[src/rtl/updown_mod_counter_pkg.sv]
// Shared mode/direction constants and parameter sanity helper for the
// up/down modulus counter family.
package updown_mod_counter_pkg;

    localparam bit CNT_WRAP = 1'b0;
    localparam bit CNT_SAT  = 1'b1;
    localparam bit CNT_UP   = 1'b1;
    localparam bit CNT_DN   = 1'b0;

    // Legal when 2 <= modulo <= 2**width and reset_val < modulo.
    function automatic bit params_ok(input int unsigned width,
                                     input int unsigned modulo,
                                     input int unsigned reset_val);
        longint unsigned span;
        span = 64'd1 << width;
        return (modulo >= 2) && (64'(modulo) <= span) && (reset_val < modulo);
    endfunction

endpackage

[src/rtl/updown_mod_next.sv]
// Combinational next-count and wrap/saturate flag logic for one counter step.
module updown_mod_next
    import updown_mod_counter_pkg::*;
#(
    parameter int unsigned WIDTH    = 8,
    parameter int unsigned MODULO   = 256,
    parameter bit          SATURATE = CNT_WRAP
) (
    input  logic [WIDTH-1:0] count_i,
    input  logic             up_dn_i,
    output logic [WIDTH-1:0] next_o,
    output logic             wrap_n_o,
    output logic             sat_n_o
);

    localparam int unsigned     EXT_W   = WIDTH + 1;
    localparam logic [EXT_W-1:0] MOD_EXT = EXT_W'(MODULO);
    localparam logic [WIDTH-1:0] MAX_V   = WIDTH'(MODULO - 1);

    logic [EXT_W-1:0] sum_ext;
    logic [EXT_W-1:0] dif_ext;

    // One extra bit lets MODULO == 2**WIDTH hit the range end like any other modulus.
    always_comb begin
        sum_ext  = {1'b0, count_i} + EXT_W'(1);
        dif_ext  = {1'b0, count_i} - EXT_W'(1);
        next_o   = count_i;
        wrap_n_o = 1'b0;
        sat_n_o  = 1'b0;
        if (up_dn_i == CNT_UP) begin
            if (sum_ext == MOD_EXT) begin
                if (SATURATE == CNT_SAT) begin
                    sat_n_o = 1'b1;
                end else begin
                    next_o   = '0;
                    wrap_n_o = 1'b1;
                end
            end else begin
                next_o = sum_ext[WIDTH-1:0];
            end
        end else begin
            if (dif_ext[EXT_W-1]) begin
                if (SATURATE == CNT_SAT) begin
                    sat_n_o = 1'b1;
                end else begin
                    next_o   = MAX_V;
                    wrap_n_o = 1'b1;
                end
            end else begin
                next_o = dif_ext[WIDTH-1:0];
            end
        end
    end

endmodule

[src/rtl/updown_mod_counter.sv]
// Up/down counter with programmable modulus, parallel load, enable and
// wrap/saturate mode; tc is the zero-latency cascade carry/borrow.
module updown_mod_counter
    import updown_mod_counter_pkg::*;
#(
    parameter int unsigned WIDTH     = 8,
    parameter int unsigned MODULO    = 256,
    parameter bit          SATURATE  = CNT_WRAP,
    parameter int unsigned RESET_VAL = 0
) (
    input  logic             clk,
    input  logic             reset,
    input  logic             en,
    input  logic             up_dn,
    input  logic             load,
    input  logic [WIDTH-1:0] load_val,
    output logic [WIDTH-1:0] count,
    output logic             tc,
    output logic             wrap,
    output logic             sat,
    output logic             load_err
);

    localparam int unsigned      EXT_W   = WIDTH + 1;
    localparam logic [EXT_W-1:0] MOD_EXT = EXT_W'(MODULO);
    localparam logic [WIDTH-1:0] MAX_V   = WIDTH'(MODULO - 1);
    localparam logic [WIDTH-1:0] RST_V   = WIDTH'(RESET_VAL);

    if (!params_ok(WIDTH, MODULO, RESET_VAL)) begin : g_bad_params
        $error("updown_mod_counter: need 2 <= MODULO <= 2**WIDTH and RESET_VAL < MODULO");
    end

    logic [WIDTH-1:0] count_q, count_d;
    logic             wrap_q, wrap_d;
    logic             sat_q, sat_d;
    logic             load_err_q, load_err_d;

    logic [WIDTH-1:0] step_next;
    logic             step_wrap;
    logic             step_sat;
    logic             load_ok;
    logic [WIDTH-1:0] load_eff;
    logic             load_at_end;

    updown_mod_next #(
        .WIDTH    (WIDTH),
        .MODULO   (MODULO),
        .SATURATE (SATURATE)
    ) u_next (
        .count_i  (count_q),
        .up_dn_i  (up_dn),
        .next_o   (step_next),
        .wrap_n_o (step_wrap),
        .sat_n_o  (step_sat)
    );

    // Priority mux: load beats en; out-of-range loads clamp to the top of the range.
    always_comb begin
        load_ok     = ({1'b0, load_val} < MOD_EXT);
        load_eff    = load_ok ? load_val : MAX_V;
        load_at_end = (up_dn == CNT_UP) ? (load_eff == MAX_V) : (load_eff == '0);
        count_d     = count_q;
        wrap_d      = 1'b0;
        sat_d       = sat_q;
        load_err_d  = 1'b0;
        if (load) begin
            count_d    = load_eff;
            load_err_d = ~load_ok;
            sat_d      = (SATURATE == CNT_SAT) && load_at_end;
        end else if (en) begin
            count_d = step_next;
            wrap_d  = step_wrap;
            sat_d   = step_sat;
        end
    end

    always_ff @(posedge clk) begin
        if (reset) begin
            count_q    <= RST_V;
            wrap_q     <= 1'b0;
            sat_q      <= 1'b0;
            load_err_q <= 1'b0;
        end else begin
            count_q    <= count_d;
            wrap_q     <= wrap_d;
            sat_q      <= sat_d;
            load_err_q <= load_err_d;
        end
    end

    assign tc = en & (((up_dn == CNT_UP) & (count_q == MAX_V)) |
                      ((up_dn == CNT_DN) & (count_q == '0)));

    assign count    = count_q;
    assign wrap     = wrap_q;
    assign sat      = sat_q;
    assign load_err = load_err_q;

endmodule

[config.mk]
export PLATFORM = sky130hd
export DESIGN_NAME = updown_mod_counter
export DESIGN_NICKNAME = d
export VERILOG_FILES = /design/src/rtl/updown_mod_counter_pkg.sv /design/src/rtl/updown_mod_next.sv /design/src/rtl/updown_mod_counter.sv
export SDC_FILE = /design/constraint.sdc
export NUM_CORES = 1
export LEC_CHECK = 0
export ABC_AREA = 1
export CORE_MARGIN = 8
export CORE_UTILIZATION = 46
export CTS_CLUSTER_SIZE = 8
export DETAILED_ROUTE_END_ITERATION = 10
export GPL_TIMING_DRIVEN = 1
export HOLD_SLACK_MARGIN = 0.12
export MAX_ROUTING_LAYER = met4
export PLACE_DENSITY = 0.78
export SLEW_MARGIN = 20
export SYNTH_ARGS = -nofsm -noshare
export SYNTH_HDL_FRONTEND = slang
export SYNTH_SLANG_ARGS = --single-unit
[constraint.sdc]
create_clock -name clk -period 1.75 [get_ports clk]
set_input_delay 0.35 -clock clk [delete_from_list [all_inputs] [get_ports clk]]
set_output_delay 0.35 -clock clk [all_outputs]
set_load 0.01 [all_outputs]
# Word level (Yosys, flattened, before mapping)
# Cells that the tools add are included.
dict set report totals {
  reg_bits 9
  output_inout_bits 12
  wordCells 23
}
dict set report classes {
  n_addsub 2
  n_eq_ne 2
  mux 8
  bitwise_logic 6
  reduce_logical 3
}
# op n
set op_table {}
lappend op_table {{8-bit two-way mux} 5}
lappend op_table {{8-bit by 1-bit adder with 9-bit output (second input constant)} 1}
lappend op_table {{9-bit == test (second input constant)} 1}
lappend op_table {{8-bit by 1-bit subtractor with 9-bit output (second input constant)} 1}
lappend op_table {{8-bit == test (second input constant)} 1}
lappend op_table {{8-bit zero test} 1}
lappend op_table {{1-bit AND} 3}
lappend op_table {{1-bit two-way mux} 3}
lappend op_table {{3-bit OR reduction} 1}
lappend op_table {{1-bit NOT} 2}
lappend op_table {{2-bit nonzero test} 1}
lappend op_table {{1-bit OR} 1}

# Longest topological paths before layout
dict set report depth {
  word_depth 6
  mapped_depth 9
}

# Modules after synthesis
# Synthesis repeated with hierarchy kept, for this count alone.
dict set report unflattened {
  cells_unflattened 179
  hier_area_um2 983.4
}
# module instances cells_per_inst area_each_um2
set modules_own_cells {}
lappend modules_own_cells {updown_mod_counter 1 87 534.3}
lappend modules_own_cells {updown_mod_next 1 92 449.2}

# Least setup slack after synthesis
# No wires, ideal clock.
dict set report synth_path {
  path_kind {register -> output}
  start {register count_q[0], in the netlist count[0]}
  end {output port tc}
  arrival_ps 1396
  t_required_ps 1400
  slack_ps 4
  stages_incl_launch_ff 8
  n_path_buf 0
  cell_sequence {dfxtp_1 -> inv_1 -> ha_1 -> nand2_2 -> nor2_2 -> nor2_2 -> nor2_1 -> a21boi_1}
}
dict set report synth_between {
  elab_chain_len 4
}
# item line
set synth_rtl {}
lappend synth_rtl {{from (decl)} updown_mod_counter.sv:33} ;# logic [WIDTH-1:0] count_q, count_d;
lappend synth_rtl {{from (signal assigned)} updown_mod_counter.sv:84} ;# count_q <= count_d;
lappend synth_rtl {{8-bit == test / 8-bit zero test (equally long branches)} {updown_mod_counter.sv:91, updown_mod_counter.sv:92}}
lappend synth_rtl {{1-bit AND (on tied branches)} {updown_mod_counter.sv:91, updown_mod_counter.sv:92}}
lappend synth_rtl {{1-bit OR (*)} updown_mod_counter.sv:91} ;# assign tc = en & (((up_dn == CNT_UP) & (count_q == MAX_V)) |
lappend synth_rtl {{1-bit AND (*)} updown_mod_counter.sv:91}
lappend synth_rtl {{to (decl)} updown_mod_counter.sv:18} ;# output logic tc,
# Mark *: on every way between the ends. The rest lies on a longest branch, timed or not.

# Final worst setup path
# Same ends and word-level chain as after synthesis.

==> flow_summary.json <==
{
  "worstPathMaxFanout": 4,
  "power_report.internal_total_uw": 504.3,
  "power_per_cell_area_nw_per_um2": 567.0,
  "final-setup-viol-count": 1,
  "fp.dieH_um": 59.14,
  "finalWeightedCongestion": 0.9143,
  "h-tree-depth": 1,
  "synthDominantAreaCellType": "sky130_fd_sc_hd__dfxtp_1",
  "period_needed_ns": 1.869,
  "p_comb_share_pct": 48.0,
  "synth_warnings": 0,
  "startpoint_type": "flop",
  "dominant_cell_by_count_in_the_synthesized_netlist": "sky130_fd_sc_hd__nand3_1",
  "layout.area.seq_um2": 191.4,
  "fp.coreArea_um2": 1745,
  "ys_seq_area_share_pct": 21.05,
  "drive_above_1_share_pct": 31.82,
  "yosys-top-cells-count": "26 x sky130_fd_sc_hd__nand3_1, 25 x sky130_fd_sc_hd__nand2_1, 18 x sky130_fd_sc_hd__nor2_1",
  "seqPwrFrac_pct": 30.1,
  "totalWireLength_mm": 3.593,
  "multiInputGateArea_um2": 615.6,
  "drt-vias-per-instance": 5.507,
  "ctsLongestPathBuffers": 2,
  "cts_tree": "built",
  "area_delta_synth_final_pct": 66.52,
  "worst_clock_skew_ns": 0.002577,
  "route.detailed.wl_per_inst_um": 16.11,
  "drt_iter0_drc": 52,
  "grt_max_degree": 10,
  "n_antenna_cell": 0,
  "synthCells": 142,
  "power.share.switching_pct": 37.59,
  "initial_utilization_pct": 49.03,
  "clock.fmax_mhz": 534.9,
  "p_switching_uw": 303.7,
  "detail_route.first_pass.iterations": 5,
  "core_occupancy_in_the_finished_layout_pct": 81.65,
  "run_status": "finished, violations left",
  "grt_first_pass_wirelength_mm": 5.147,
  "synthMuxAreaShare_pct": 0,
  "remaining_drc_errors": 0,
  "design_power_total_uw": 808.0,
  "synthArstFlopShare_pct": 0,
  "timing.max_cap.violations": 0,
  "critical_path_buf_inv_count": 2,
  "core.rowCount": 15,
  "clockRootBuffer": "sky130_fd_sc_hd__clkbuf_4",
  "worst_ir_drop_vdd_mv": 0.5654,
  "number_of_flip_flops_and_latches_in_the_synthesized_netlist": 9,
  "unrepaired_setup_endpoints_after_global_routing": "true",
  "ioPinCount": 25,
  "clk-insertion-delay-late_ns": 0.28,
  "final_critical_path_setup_slack_ns": -0.1195,
  "cts_buffers": 3,
  "die_w_um": 59.14,
  "grt.total_usage_pct": 19.70,
  "synth_area_in_compound_gates_pct": 15.06,
  "worst-endpoint-arrival_ns": 1.52,
  "critical_path_s_top_delay_family": "flip-flops",
  "setup.worst_path.class": "flop to output pin",
  "grt_antenna_before_repair": 0,
  "dp_hpwl_mm": 2.213,
  "min_path_type": "flop to flop",
  "synth.avg_cell_area_um2": 6.027,
  "port-buffer-count": 22,
  "fp.dieArea_um2": 3497,
  "cpMaxStageDelayCell": "sky130_fd_sc_hd__dfxtp_4",
  "cts.reportedPaths.clkPinSlew_ns": 0.07,
  "post_synth_and_or_nand_nor_area_fraction_pct": 45.32,
  "clock-sinks": 9,
  "cell_by_cell_trace_of_the_critical_path": "inv_2, ha_4, nand2_4, nor2_4, nor2_2, nor2_1, a21boi_2, buf_4",
  "detail-route-antenna-nets": 0,
  "routed-via-count": 1228,
  "yosys.cell_types.count": 24,
  "yosys.area_share.adder_pct": 4.386,
  "violations": "negative setup slack",
  "clockPowerShare_pct": 21.9,
  "synth-edff-count": 0,
  "yosys_most_used_dff": "sky130_fd_sc_hd__dfxtp_1",
  "dominant_combinational_cell_family_by_area_after_synthesis": "simple AND/OR/NAND/NOR gates",
  "synth.area.top_cells": "sky130_fd_sc_hd__dfxtp_1 21%, sky130_fd_sc_hd__nand3_1 15%, sky130_fd_sc_hd__nand2_1 11%",
  "synth_largest_type_area_fraction_pct": 21.05,
  "required_ns": 1.40,
  "netlist_area_um2": 855.8,
  "report.final.hold_viol_count": 0,
  "grt_overflow_total": 0,
  "power.static_leakage_uw": 0.0006823,
  "dp_worst_setup_slack_ns": -0.3316,
  "synth-xor-area-share_pct": 0,
  "fin_crit_sh_pct": 106.8,
  "vias_in_the_first_global_route": 1185,
  "finish.net_count": 215,
  "fillers": 118,
  "crit_path_end_kind": "output pin",
  "critical-path-max-stage-delay_ns": 0.37,
  "fin_max_slew_vios": 0
}
==> sequential cells by signal (all words and copies together) (netlist names) <==
| name | count |
|---|---|
| count | 8 |
| wrap | 1 |
==> cell usage in the layout, fill, tap and decap left out, drive strengths merged <==
cell and instances:
buf 37, nand2 27, nand3 26, nor2 23, clkdlybuf4s50 20, inv 18, a21oi 9, dfxtp 9
o21ai 6, nand4 4, a22oi 4, clkbuf 4, ha 3, conb 2, nor3 1, a21boi 1
or2 1, o311ai 1, o211ai 1, dlymetal6s2s 1
==> per-layer routing <==
layer	vias up	part of all wire, %	track usage [%]
li1	579	-	-
met1	556	40	21.54
met2	74	47	31.62
met3	19	8.8	2.603
met4	0	4.9	15.36
met5	-	0	-
==> repair_timing <==
| action | 4_1_cts | 5_1_grt |
|---|---|---|
| endpoints found under the setup margin | 2 | 4 |
| buffers inserted | 7 | 2 |
| pin swaps | 6 | 3 |
| hold buffers | 0 | 0 |
| gates resized for setup | 19 | 8 |
==> cell families after synthesis <==
kind of cell | count (synthesis)
flip-flops | 9
AO/OA/AOI/OAI | 22
buffers and inverters | 25
other | 1
AND/OR/NAND/NOR | 82
adder cells (fa/ha/maj) | 3
==> worst min-delay path: stages, from the launching register on <==
cell                      delay [ns]
sky130_fd_sc_hd__dfxtp_1        0.34
sky130_fd_sc_hd__buf_4          0.17
sky130_fd_sc_hd__nand2_1        0.08
sky130_fd_sc_hd__a21oi_1        0.07
==> area by class of cell <==
cell class                 instances  area share, %
clock buffer                       4          1.844
inverter                          18          4.917
multi-input combinational        109          43.20
sequential                         9          13.43
tap                               25          2.195
timing repair buffer              58          34.42
==> path summary, 6_finish.rpt <==
| kind | from | endpoint | slack [ns] | cells past startpoint |
|---|---|---|---|---|
| max | count[0] | tc | -0.12 | 8 |
| min | count[4] | count[4] | 0.70 | 3 |
| max reg2reg | count[0] | wrap | 0.15 | 12 |
| min reg2reg | count[4] | count[4] | 0.70 | 3 |
==> power groups by stage <==
stage	registers [uW]	logic (uW)	clock network, uW
after floorplan	252	156	0
after global placement	241	312	0
after detailed placement	242	321	0
after CTS	240	350	171
after global routing	244	417	187
final	243	387	177
==> stage by stage <==
step	instances	area [um^2]	TNS, ns	hold slack (ns)
2_1_floorplan	143	859.6	0	0.5141
3_3_place_gp	210	1264	-0.3147	0.6338
3_5_place_dp	210	1264	-0.3316	0.6561
4_1_cts	221	1388	-0.04770	0.6761
5_1_grt	223	1425	-0.1731	0.7262
6_report	223	1425	-0.1195	0.7049
Power figures use the tool's default switching activity.
